<file path="src/rtl/i2c_lcd_responder.sv">
// I2C target emulating the PCF8574 expander on an LCD backpack: acks ADDR,
// strobes written bytes onto data_out and serves reads from port_in.
module i2c_lcd_responder #(
    parameter logic [6:0] ADDR = 7'h27
) (
    input  logic       clk,
    input  logic       reset_n,
    input  logic       scl,
    input  logic       sda_in,
    output logic       sda_oe,
    input  logic [7:0] port_in,
    output logic [7:0] data_out,
    output logic       data_valid,
    output logic       busy
);

    typedef enum logic [2:0] {
        IDLE, ADDR_ST, ADDR_ACK, WRITE, WRITE_ACK, READ, READ_ACK, IGNORE
    } state_t;

    state_t     state;
    logic       scl_p0, scl_p1, scl_p2;
    logic       sda_p0, sda_p1, sda_p2;
    logic       scl_rise_p3, scl_fall_p3, start_p3, stop_p3, sda_bit_p3;
    logic [2:0] cnt;
    logic       full;
    logic [7:0] shift;

    // Synchronizers and registered bus events; idle bus reads as all ones
    always_ff @(posedge clk or negedge reset_n) begin
        if (!reset_n) begin
            scl_p0      <= 1'b1;
            scl_p1      <= 1'b1;
            scl_p2      <= 1'b1;
            sda_p0      <= 1'b1;
            sda_p1      <= 1'b1;
            sda_p2      <= 1'b1;
            scl_rise_p3 <= 1'b0;
            scl_fall_p3 <= 1'b0;
            start_p3    <= 1'b0;
            stop_p3     <= 1'b0;
            sda_bit_p3  <= 1'b1;
        end else begin
            scl_p0      <= scl;
            scl_p1      <= scl_p0;
            scl_p2      <= scl_p1;
            sda_p0      <= sda_in;
            sda_p1      <= sda_p0;
            sda_p2      <= sda_p1;
            scl_rise_p3 <= scl_p1 & ~scl_p2;
            scl_fall_p3 <= ~scl_p1 & scl_p2;
            start_p3    <= scl_p1 & scl_p2 & ~sda_p1 & sda_p2;
            stop_p3     <= scl_p1 & scl_p2 & sda_p1 & ~sda_p2;
            sda_bit_p3  <= sda_p1;
        end
    end

    // Protocol FSM; full marks a completed byte awaiting its ACK slot
    always_ff @(posedge clk or negedge reset_n) begin
        if (!reset_n) begin
            state      <= IDLE;
            cnt        <= 3'd0;
            full       <= 1'b0;
            shift      <= 8'h00;
            sda_oe     <= 1'b0;
            data_out   <= 8'h00;
            data_valid <= 1'b0;
            busy       <= 1'b0;
        end else begin
            data_valid <= 1'b0;
            if (start_p3) begin
                state  <= ADDR_ST;
                cnt    <= 3'd0;
                full   <= 1'b0;
                sda_oe <= 1'b0;
            end else if (stop_p3) begin
                state  <= IDLE;
                full   <= 1'b0;
                sda_oe <= 1'b0;
                busy   <= 1'b0;
            end else begin
                case (state)
                    IDLE: sda_oe <= 1'b0;
                    ADDR_ST: begin
                        if (scl_rise_p3) begin
                            shift <= {shift[6:0], sda_bit_p3};
                            cnt   <= cnt + 3'd1;
                            if (cnt == 3'd7) full <= 1'b1;
                        end else if (scl_fall_p3 && full) begin
                            full <= 1'b0;
                            if (shift[7:1] == ADDR) begin
                                sda_oe <= 1'b1;
                                busy   <= 1'b1;
                                state  <= ADDR_ACK;
                            end else begin
                                state <= IGNORE;
                            end
                        end
                    end
                    ADDR_ACK: begin
                        if (scl_fall_p3) begin
                            cnt <= 3'd0;
                            if (shift[0]) begin
                                shift  <= port_in;
                                sda_oe <= ~port_in[7];
                                state  <= READ;
                            end else begin
                                sda_oe <= 1'b0;
                                state  <= WRITE;
                            end
                        end
                    end
                    WRITE: begin
                        if (scl_rise_p3) begin
                            shift <= {shift[6:0], sda_bit_p3};
                            cnt   <= cnt + 3'd1;
                            if (cnt == 3'd7) begin
                                data_out   <= {shift[6:0], sda_bit_p3};
                                data_valid <= 1'b1;
                                full       <= 1'b1;
                            end
                        end else if (scl_fall_p3 && full) begin
                            full   <= 1'b0;
                            sda_oe <= 1'b1;
                            state  <= WRITE_ACK;
                        end
                    end
                    WRITE_ACK: begin
                        if (scl_fall_p3) begin
                            sda_oe <= 1'b0;
                            state  <= WRITE;
                        end
                    end
                    READ: begin
                        if (scl_fall_p3) begin
                            if (cnt == 3'd7) begin
                                cnt    <= 3'd0;
                                sda_oe <= 1'b0;
                                state  <= READ_ACK;
                            end else begin
                                sda_oe <= ~shift[6];
                                shift  <= {shift[6:0], 1'b0};
                                cnt    <= cnt + 3'd1;
                            end
                        end
                    end
                    READ_ACK: begin
                        if (scl_rise_p3) begin
                            if (sda_bit_p3) state <= IGNORE;
                            else            full  <= 1'b1;
                        end else if (scl_fall_p3 && full) begin
                            full   <= 1'b0;
                            shift  <= port_in;
                            sda_oe <= ~port_in[7];
                            state  <= READ;
                        end
                    end
                    default: sda_oe <= 1'b0;
                endcase
            end
        end
    end

endmodule

</file>
<file path="config.mk">
export PLATFORM = sky130hd
export DESIGN_NAME = i2c_lcd_responder
export DESIGN_NICKNAME = d
export VERILOG_FILES = /design/src/rtl/i2c_lcd_responder.sv
export SDC_FILE = /design/constraint.sdc
export NUM_CORES = 1
export LEC_CHECK = 0
export CORE_MARGIN = 4
export CORE_UTILIZATION = 55
export CTS_CLUSTER_SIZE = 25
export DETAILED_ROUTE_END_ITERATION = 8
export GPL_TIMING_DRIVEN = 0
export PLACE_DENSITY_LB_ADDON = 0.1
export SLEW_MARGIN = 10
export SYNTH_ARGS = -nofsm -noshare
export SYNTH_HDL_FRONTEND = slang
export SYNTH_SLANG_ARGS = --single-unit
</file>
<file path="constraint.sdc">
create_clock -name clk -period 2.7 [get_ports clk]
set_input_delay 0.54 -clock clk [delete_from_list [all_inputs] [get_ports clk]]
set_output_delay 0.54 -clock clk [all_outputs]
set_load 0.01 [all_outputs]
</file>
==> flow_summary.ini, run 1 <==
[synth]
synth_edf_count = 0
ys_ff_latch = 36
syn-mean-instance-area_um2 = 11.6
syn_inst = 169
synth_seq_area_share_pct = 46.4
netlist_area_um2 = 1960
async_reset_ff_share_pct = 100
yosys-top-cells-area = dfrtp_1 (38%), dfstp_2 (8.1%), mux2_4 (5.4%)
synth-warning-count = 0
ys_types = 58
synth_top_area_cell = dfrtp_1
yosys_most_used_dff = dfrtp_1
syn_nets = 183
yosysTopAreaCellShare_pct = 38.4

[route]
wl_per_cell_um = 16.9
viasPerCell = 5.84
num_vias = 1430
firstDrtPassIters = 4
drt-total-wl_um = 4140
drcViolationCount = 0
ant_nets = 0
drtIter0Drc = 119

[cts]
cts.sinks = 36
clk_pin_slew_ns = 0.12
htree_levels = 2
cts_hold_buf = 0
numCtsBuffers = 5
clk_latency_ns = 0.34
cts_buffer_depth = 2
root_buffer = clkbuf_4
cts_tree = yes
cts-resized-gates = 0
cts_setup_buffers = 0

[min_path]
min_path_type = input port to asynchronous set/reset pin

[worst_setup_path]
crit_start = cnt[0]
crit_family = compound AO/OA/AOI/OAI gates
cp-start-kind = flip-flop
r2r_slack_ns = 0.48
path_buf_inv = 1
critical_path.cell_chain = ha_1 > ha_1 > nand4bb_1 > o221ai_2 > o2111ai_2 > a31o_1 > buf_6 > mux2_4
reg2reg_from = cnt[0]
critPathMaxFanout = 7
worst_r2r_endpoint = shift[7]
worstPathRequired_ns = 2.93
path_class = flip-flop to flip-flop
crit_path_end = shift[7]
arrival_ns = 2.45
cp_common_cell = ha_1
endpoint_kind = flip-flop
slowest_delay_ns = 0.41
cp_slowest_cell = dfrtp_1
r2r_cells = 8
crit_cells = 8

[power]
combPwrFrac_pct = 47.8
swShare_pct = 36.7
seq_power_share_pct = 34.8
power_density_nw_per_um2 = 964
power.leakage_nw = 1.04
clockPowerShare_pct = 17.4
switchingPower_mw = 0.819
p_int_mw = 1.41
vdd_drop_max_mv = 0.542

[floorplan]
die_w_um = 67.7
die_h_um = 67.7
initial_core_util_pct = 57.7
dieArea_um2 = 4580
pin_count = 23
rows = 21
core_um2 = 3390

[placed_design]
gp_congestion = 0.917
port_buffers = 22
dp.cells = 237
dp_hpwl_um = 3060

[timing]
report.final.slew_viol_count = 0
setup_viol = 0
period_share_pct = 82.2
fmax_ghz = 0.451
rsz0062_at_grt = false
finalClockSkew_ns = 0.00870
fin_crit_ns = 2.22
worst-slew-pin-transition_ns = 0.780
setup_tns_ns = 0
hold_viol_final = 0
relSlewSlack_pct = 48.0

[layout]
synthToLayoutAreaGrowth_pct = 18.2
fin_cells = 245
drive_gt1_share_pct = 27.6
n_fill_cell = 261
antenna_cells = 0
multi_input_area_um2 = 926
seqCellArea_um2 = 908
fin_nets = 212

[grt]
track_usage_pct = 20.9
grt_max_degree = 37
antenna_found_initial = 0
grt_pass1_wl_um = 7020
overflow = 0
grt_pass1_vias = 1463

[run]
cap_violations = 0

[status]
status = complete, no violations
==> sequential cells by signal (all words and copies together), names as in the netlist, 3 cells and up <==
| signal | flops |
|---|---|
| state | 3 |
| cnt | 3 |
| shift | 8 |
| data_out | 8 |
==> power groups by stage <==
stage / clock [mW] / combinational, mW / sequential (mW)
after floorplan: 0 / 0.855 / 0.752
after global placement: 0 / 1.03 / 0.775
after detailed placement: 0 / 1.05 / 0.788
after CTS: 0.398 / 1.06 / 0.774
after global routing: 0.428 / 1.15 / 0.791
final: 0.388 / 1.07 / 0.775
==> final cells by class <==
cell class | count | area share, %
Buffer | 10 | 4.65
Clock buffer | 5 | 1.62
Clock inverter | 3 | 2.00
Inverter | 4 | 0.649
Multi-Input combinational cell | 119 | 40.0
Sequential cell | 36 | 39.3
Tap cell | 46 | 2.49
Timing Repair Buffer | 22 | 9.30
==> kinds of logic after synthesis <==
logic type      Yosys count  synth area share (%)
buf+inv                  14                  6.27
compound gates           42                  16.8
mux                      17                  11.1
simple gates             56                  17.3
fa+ha+maj                 3                  1.79
flops                    36                  46.4
xor+xnor                  1                 0.448
==> through the flow <==
step           power [mW]  hold slack [ns]  utilization, %  area, µm²  setup slack (ns)
6_report             2.23            0.254            68.3       2310             0.481
5_1_grt              2.37            0.303            68.3       2310             0.386
3_5_place_dp         1.84            0.348            65.8       2230             0.501
4_1_cts              2.24            0.284            68.3       2310             0.487
2_1_floorplan        1.61            0.244               -       1960             0.708
3_3_place_gp         1.80            0.347            65.9       2230             0.358
==> worst min path at each step <==
| stage | slack [ns] | cells after the start | end |
|---|---|---|---|
| finish | 0.25 | 1 | full |
| CTS | 0.28 | 1 | data_valid |
| global placement | 0.35 | 0 | scl_p1 |
| global route | 0.30 | 1 | start_p3 |
| detailed placement | 0.35 | 0 | sda_p1 |
| floorplan | 0.24 | 0 | busy |
==> cells in the final DEF (no fill, tap or decap), types with 3 or more instances in the layout <==
master / count
a22o_1: 7
clkdlybuf4s50_1: 21
o211ai_1: 3
clkbuf_4: 5
nand2b_1: 4
inv_1: 4
buf_6: 6
dfrtp_1: 30
o21ai_0: 6
nor2_1: 10
nor3b_1: 3
mux2_4: 7
dfstp_2: 6
mux2_2: 9
nand2_1: 14
a21oi_1: 9
==> layer usage <==
layer  routed length [µm]  global-route usage, %  part of all wire [%]  vias up
li1                     -                      -                     -      678
met1                 1810                   26.5                    44      707
met2                 2040                   34.1                    49       37
met3                  215                   5.32                   5.2        8
met4                   71                   7.85                   1.7        0
met5                    0                      0                     0        -
==> Yosys cell counts (all sizes together), types with 4 or more instances <==
master  number
dfrtp       30
mux2        16
nand2       14
nor2        11
a21oi       10
a22o         7
buf          7
dfstp        6
o21ai        6
o211ai       5
inv          4
nand2b       4
Power figures use the tool's default switching activity.
==> run 2: changes to the inputs <==
Clock period 2.7 ns to 2.3 ns, I/O delays scaled along.
==> run 2 against run 1 <==
  * Hold slack worse by 0.079 ns
  * Combinational power grew 17%
  * Final area rose by 0.11%
  * Fmax is 3.7% higher
  * Critical path depth is the same
  * Critical endpoint unchanged
  * Largest cell class unchanged
==> flow_summary.ini, run 2 (synthesized netlist as in run 1, its figures left out) <==
[min_path]
min_path_type = input port to asynchronous set/reset pin

[layout]
reg.largest.list = data_out (8), shift (8)
fin_nets = 212
synthToLayoutAreaGrowth_pct = 18.4
final_common_cell = dfrtp_1
fin_cells = 245
final_cell_mix = dfrtp_1 (30), clkdlybuf4s50_1 (21), nand2_1 (14)
antenna_cells = 0
drive_gt1_share_pct = 28.1

[worst_setup_path]
path_class = flip-flop to flip-flop
arrival_ns = 2.37
worst_r2r_endpoint = shift[7]
critical_path.cell_chain = ha_1 > ha_2 > nand4bb_1 > o221ai_2 > o2111ai_2 > a31o_1 > buf_6 > mux2_4
critPathMaxFanout = 7
slowest_delay_ns = 0.41
endpoint_kind = flip-flop
worstPathRequired_ns = 2.53
reg2reg_from = cnt[0]
r2r_slack_ns = 0.16
cp-start-kind = flip-flop
cp_slowest_cell = dfrtp_1
r2r_cells = 8

[status]
status = complete, no violations

[power]
power_density_nw_per_um2 = 1130
vdd_drop_max_mv = 0.636
power.leakage_nw = 1.04

[timing]
fmax_ghz = 0.468
period_share_pct = 93.0
fin_crit_ns = 2.14
setup_viol = 0
relSlewSlack_pct = 47.9
holdWs_ns = 0.175
finalClockSkew_ns = 0.00870
setup_tns_ns = 0
report.final.slew_viol_count = 0
worst-slew-pin-transition_ns = 0.782
rsz0062_at_grt = false
hold_viol_final = 0

[route]
drt-total-wl_um = 4140
drcViolationCount = 0
wl_per_cell_um = 16.9
firstDrtPassIters = 4
ant_nets = 0
num_vias = 1431
viasPerCell = 5.84
drtIter0Drc = 119

[floorplan]
pin_count = 23
die_w_um = 67.7
die_h_um = 67.7
core_um2 = 3390
initial_core_util_pct = 57.7
rows = 21
dieArea_um2 = 4580

[cts]
numCtsBuffers = 5
root_buffer = clkbuf_4
cts_buffer_depth = 2
cts_setup_buffers = 0
cts_tree = yes
clk_pin_slew_ns = 0.12
clk_latency_ns = 0.34
cts.sinks = 36
cts-resized-gates = 0
htree_levels = 2
cts_hold_buf = 0

[run]
cap_violations = 0

[grt]
grt_pass1_vias = 1463
overflow = 0
grt_pass1_wl_um = 7020
grt_max_degree = 37
antenna_found_initial = 0
track_usage_pct = 20.9

[placed_design]
dp.cells = 237
port_buffers = 22
dp_hpwl_um = 3060
gp_congestion = 0.917
-- run 2: cell types whose count changed in the layout (fill, tap and decap cells not counted) --
cell and delta:
ha_2 +1, ha_1 -1
-- run 2: worst max-delay path, delay by kind of cell, from the launching register on --
family	cells	cell delay (ns)
compound gates	3	0.51
simple gates	1	0.22
fa+ha+maj	2	0.44
mux	1	0.30
flops	1	0.41
buf+inv	1	0.15
-- run 2: power by group --
part	internal, mW	total, mW	switching (mW)
logic	0.652	1.25	0.602
clock network	0.232	0.456	0.224
registers	0.774	0.911	0.136
-- run 2: layout make-up --
type | instances | area, µm²
Buffer | 10 | 108
Clock inverter | 3 | 46.3
Clock buffer | 5 | 37.5
Tap cell | 46 | 57.6
Fill cell | 260 | 1070
Inverter | 4 | 15.0
Sequential cell | 36 | 908
Multi-Input combinational cell | 119 | 928
Timing Repair Buffer | 22 | 215
-- run 2: how the worst max path moves through the flow --
stage | depth (start not counted) | from | to | slack (ns)
5_1_grt | 8 | cnt[0] | shift[7] | 0.07
6_report | 8 | cnt[0] | shift[7] | 0.16
4_1_cts | 8 | cnt[0] | shift[7] | 0.09
2_1_floorplan | 8 | cnt[0] | shift[1] | 0.31
3_3_place_gp | 1 | reset_n | data_out[7] | 0.04
3_5_place_dp | 8 | cnt[0] | shift[3] | 0.10
-- run 2: metrics by stage --
step | util [%] | total power, mW | area (µm²) | worst slack [ns]
6_report | 68.3 | 2.62 | 2320 | 0.161
5_1_grt | 68.3 | 2.79 | 2320 | 0.0713
4_1_cts | 68.3 | 2.63 | 2310 | 0.0866
3_5_place_dp | 65.8 | 2.16 | 2230 | 0.101
3_3_place_gp | 65.9 | 2.12 | 2230 | 0.0377
2_1_floorplan | - | 1.89 | 1960 | 0.308
-- run 2: per-layer routing --
metal / track usage [%] / vias up / wire length, µm
li1: - / 678 / -
met1: 26.5 / 708 / 1810
met2: 34.1 / 37 / 2040
met3: 5.32 / 8 / 215
met4: 7.85 / 0 / 71
met5: 0 / - / 0
==> run 3: changes to the inputs <==
Settings changed: RECOVER_POWER set to 50.
==> run 3 against run 2 <==
  * The run now ends with capacitance limit, slew limit left
  * Clock power hardly changed
  * Hold slack better by 0.19 ns
  * Final area about the same
  * Cell count unchanged
  * Total power about the same
  * Combinational power about the same
  * Count of clock-buffer cells in the layout unchanged
  * Routed wire length stayed put
  * Die area did not move
  * Critical path depth is the same
  * First-iteration DRC count stayed put
  * Flip-flop and latch count stayed put
  * Critical endpoint unchanged
  * Highest routed layer unchanged
==> flow_summary.ini, run 3 (synthesized netlist as in run 1, its figures left out) <==
[timing]
holdWs_ns = 0.369
worst-slew-pin-transition_ns = 1.88
fmax_ghz = 0.468
setup_ws_ns = 0.161
report.final.slew_viol_count = 37
period_share_pct = 93.0
hold_viol_final = 0
finalClockSkew_ns = 0.00915
rsz0062_at_grt = false
fin_crit_ns = 2.14
setup_viol = 0
setup_tns_ns = 0
relSlewSlack_pct = -25.1

[power]
seq_power_share_pct = 34.7
combPwrFrac_pct = 47.8
switchingPower_mw = 0.962
p_int_mw = 1.66
power_mw = 2.62
power.leakage_nw = 1.04
swShare_pct = 36.8
power_density_nw_per_um2 = 1130
vdd_drop_max_mv = 0.636
clockPowerShare_pct = 17.4

[worst_setup_path]
crit_cells = 8
endpoint_kind = flip-flop
r2r_cells = 8
critical_path.cell_chain = ha_1 > ha_2 > nand4bb_1 > o221ai_2 > o2111ai_2 > a31o_1 > buf_6 > mux2_4
r2r_slack_ns = 0.16
path_class = flip-flop to flip-flop
cp_slowest_cell = dfrtp_1
path_buf_inv = 1
cp-start-kind = flip-flop
worstPathRequired_ns = 2.53
critPathMaxFanout = 7
slowest_delay_ns = 0.41
crit_family = compound AO/OA/AOI/OAI gates
arrival_ns = 2.37

[cts]
cts_tree = yes
root_buffer = clkbuf_4
clk_pin_slew_ns = 0.12
cts.sinks = 36
clk_latency_ns = 0.34
numCtsBuffers = 5
cts_hold_buf = 0
htree_levels = 2
cts_buffer_depth = 2

[floorplan]
core_um2 = 3390
pin_count = 23
rows = 21
dieArea_um2 = 4580
die_h_um = 67.7
die_w_um = 67.7
initial_core_util_pct = 57.7

[grt]
overflow = 0
antenna_found_initial = 0
grt_max_degree = 37
grt_pass1_wl_um = 7020
track_usage_pct = 20.9
grt_pass1_vias = 1463

[layout]
final_common_cell = dfrtp_1
synthToLayoutAreaGrowth_pct = 18.3
drive_gt1_share_pct = 26.1
n_fill_cell = 261
stdcell_area_um2 = 2310
reg.largest.list = data_out (8), shift (8)
fin_nets = 212
final_cell_mix = dfrtp_1 (30), clkdlybuf4s50_1 (19), nand2_1 (14)
antenna_cells = 0

[route]
wl_per_cell_um = 16.9
viasPerCell = 5.83
num_vias = 1429
drtIter0Drc = 119
drcViolationCount = 0
drt-total-wl_um = 4140
ant_nets = 0
firstDrtPassIters = 4

[status]
violations = capacitance limit, slew limit
status = finished, violations left

[placed_design]
pre_cts_ws_ns = 0.101
dp_hpwl_um = 3060
dpl_cell_area_um2 = 2230
gp_congestion = 0.917
port_buffers = 22

[run]
cap_violations = 1

[min_path]
min_path_type = flip-flop to flip-flop
hold_depth = 0
run 3: cell types whose count changed in the layout (fill, tap and decap cells not counted):
| cell | before | now |
|---|---|---|
| dfstp_1 | 0 | 3 |
| dfstp_2 | 6 | 3 |
| clkbuf_1 | 0 | 1 |
| dlygate4sd3_1 | 0 | 2 |
| buf_2 | 1 | 0 |
| clkdlybuf4s50_1 | 21 | 19 |
run 3: layout make-up:
class	instances	area, µm²	area share, %
clock buffer	5	37.5	1.62
sequential	36	908	39.2
tap	46	57.6	2.49
buffer	10	108	4.65
clock inverter	3	46.3	2.00
timing repair buffer	22	214	9.24
multi-input combinational	119	928	40.1
inverter	4	15.0	0.649
run 3: what timing repair did:
item / 4_1_cts / 5_1_grt
endpoints found under the setup margin: 0 / 5
resized for setup: 0 / 1
setup buffers: 0 / 0
run 3: power groups by stage:
| stage | registers (mW) | logic, mW | clock network, mW |
|---|---|---|---|
| final | 0.909 | 1.25 | 0.456 |
| after global routing | 0.928 | 1.35 | 0.503 |
| after CTS | 0.909 | 1.25 | 0.467 |
| after detailed placement | 0.925 | 1.24 | 0 |
| after global placement | 0.910 | 1.21 | 0 |
| after floorplan | 0.883 | 1.00 | 0 |
run 3: metal layers:
| layer | wire, µm | part of all wire (%) | track usage [%] | up-vias |
|---|---|---|---|---|
| met5 | 0 | 0 | 0 | - |
| met4 | 71 | 1.7 | 7.85 | 0 |
| met3 | 215 | 5.2 | 5.32 | 8 |
| met2 | 2040 | 49 | 34.1 | 37 |
| met1 | 1810 | 44 | 26.5 | 708 |
| li1 | - | - | - | 676 |
run 3: worst paths after layout:
kind	startpoint	end
worst max-delay path	cnt[0]	shift[7]
worst min-delay path	sda_p0	sda_p1
worst max register to register	cnt[0]	shift[7]
worst min register to register	sda_p0	sda_p1
max in group asynchronous	reset_n	shift[4]
min in group asynchronous	reset_n	full
run 3: stage by stage:
stage / util [%] / std cells
floorplan: - / 169
global placement: 65.9 / 237
detailed placement: 65.8 / 237
CTS: 68.3 / 245
global route: 68.3 / 245
finish: 68.3 / 245
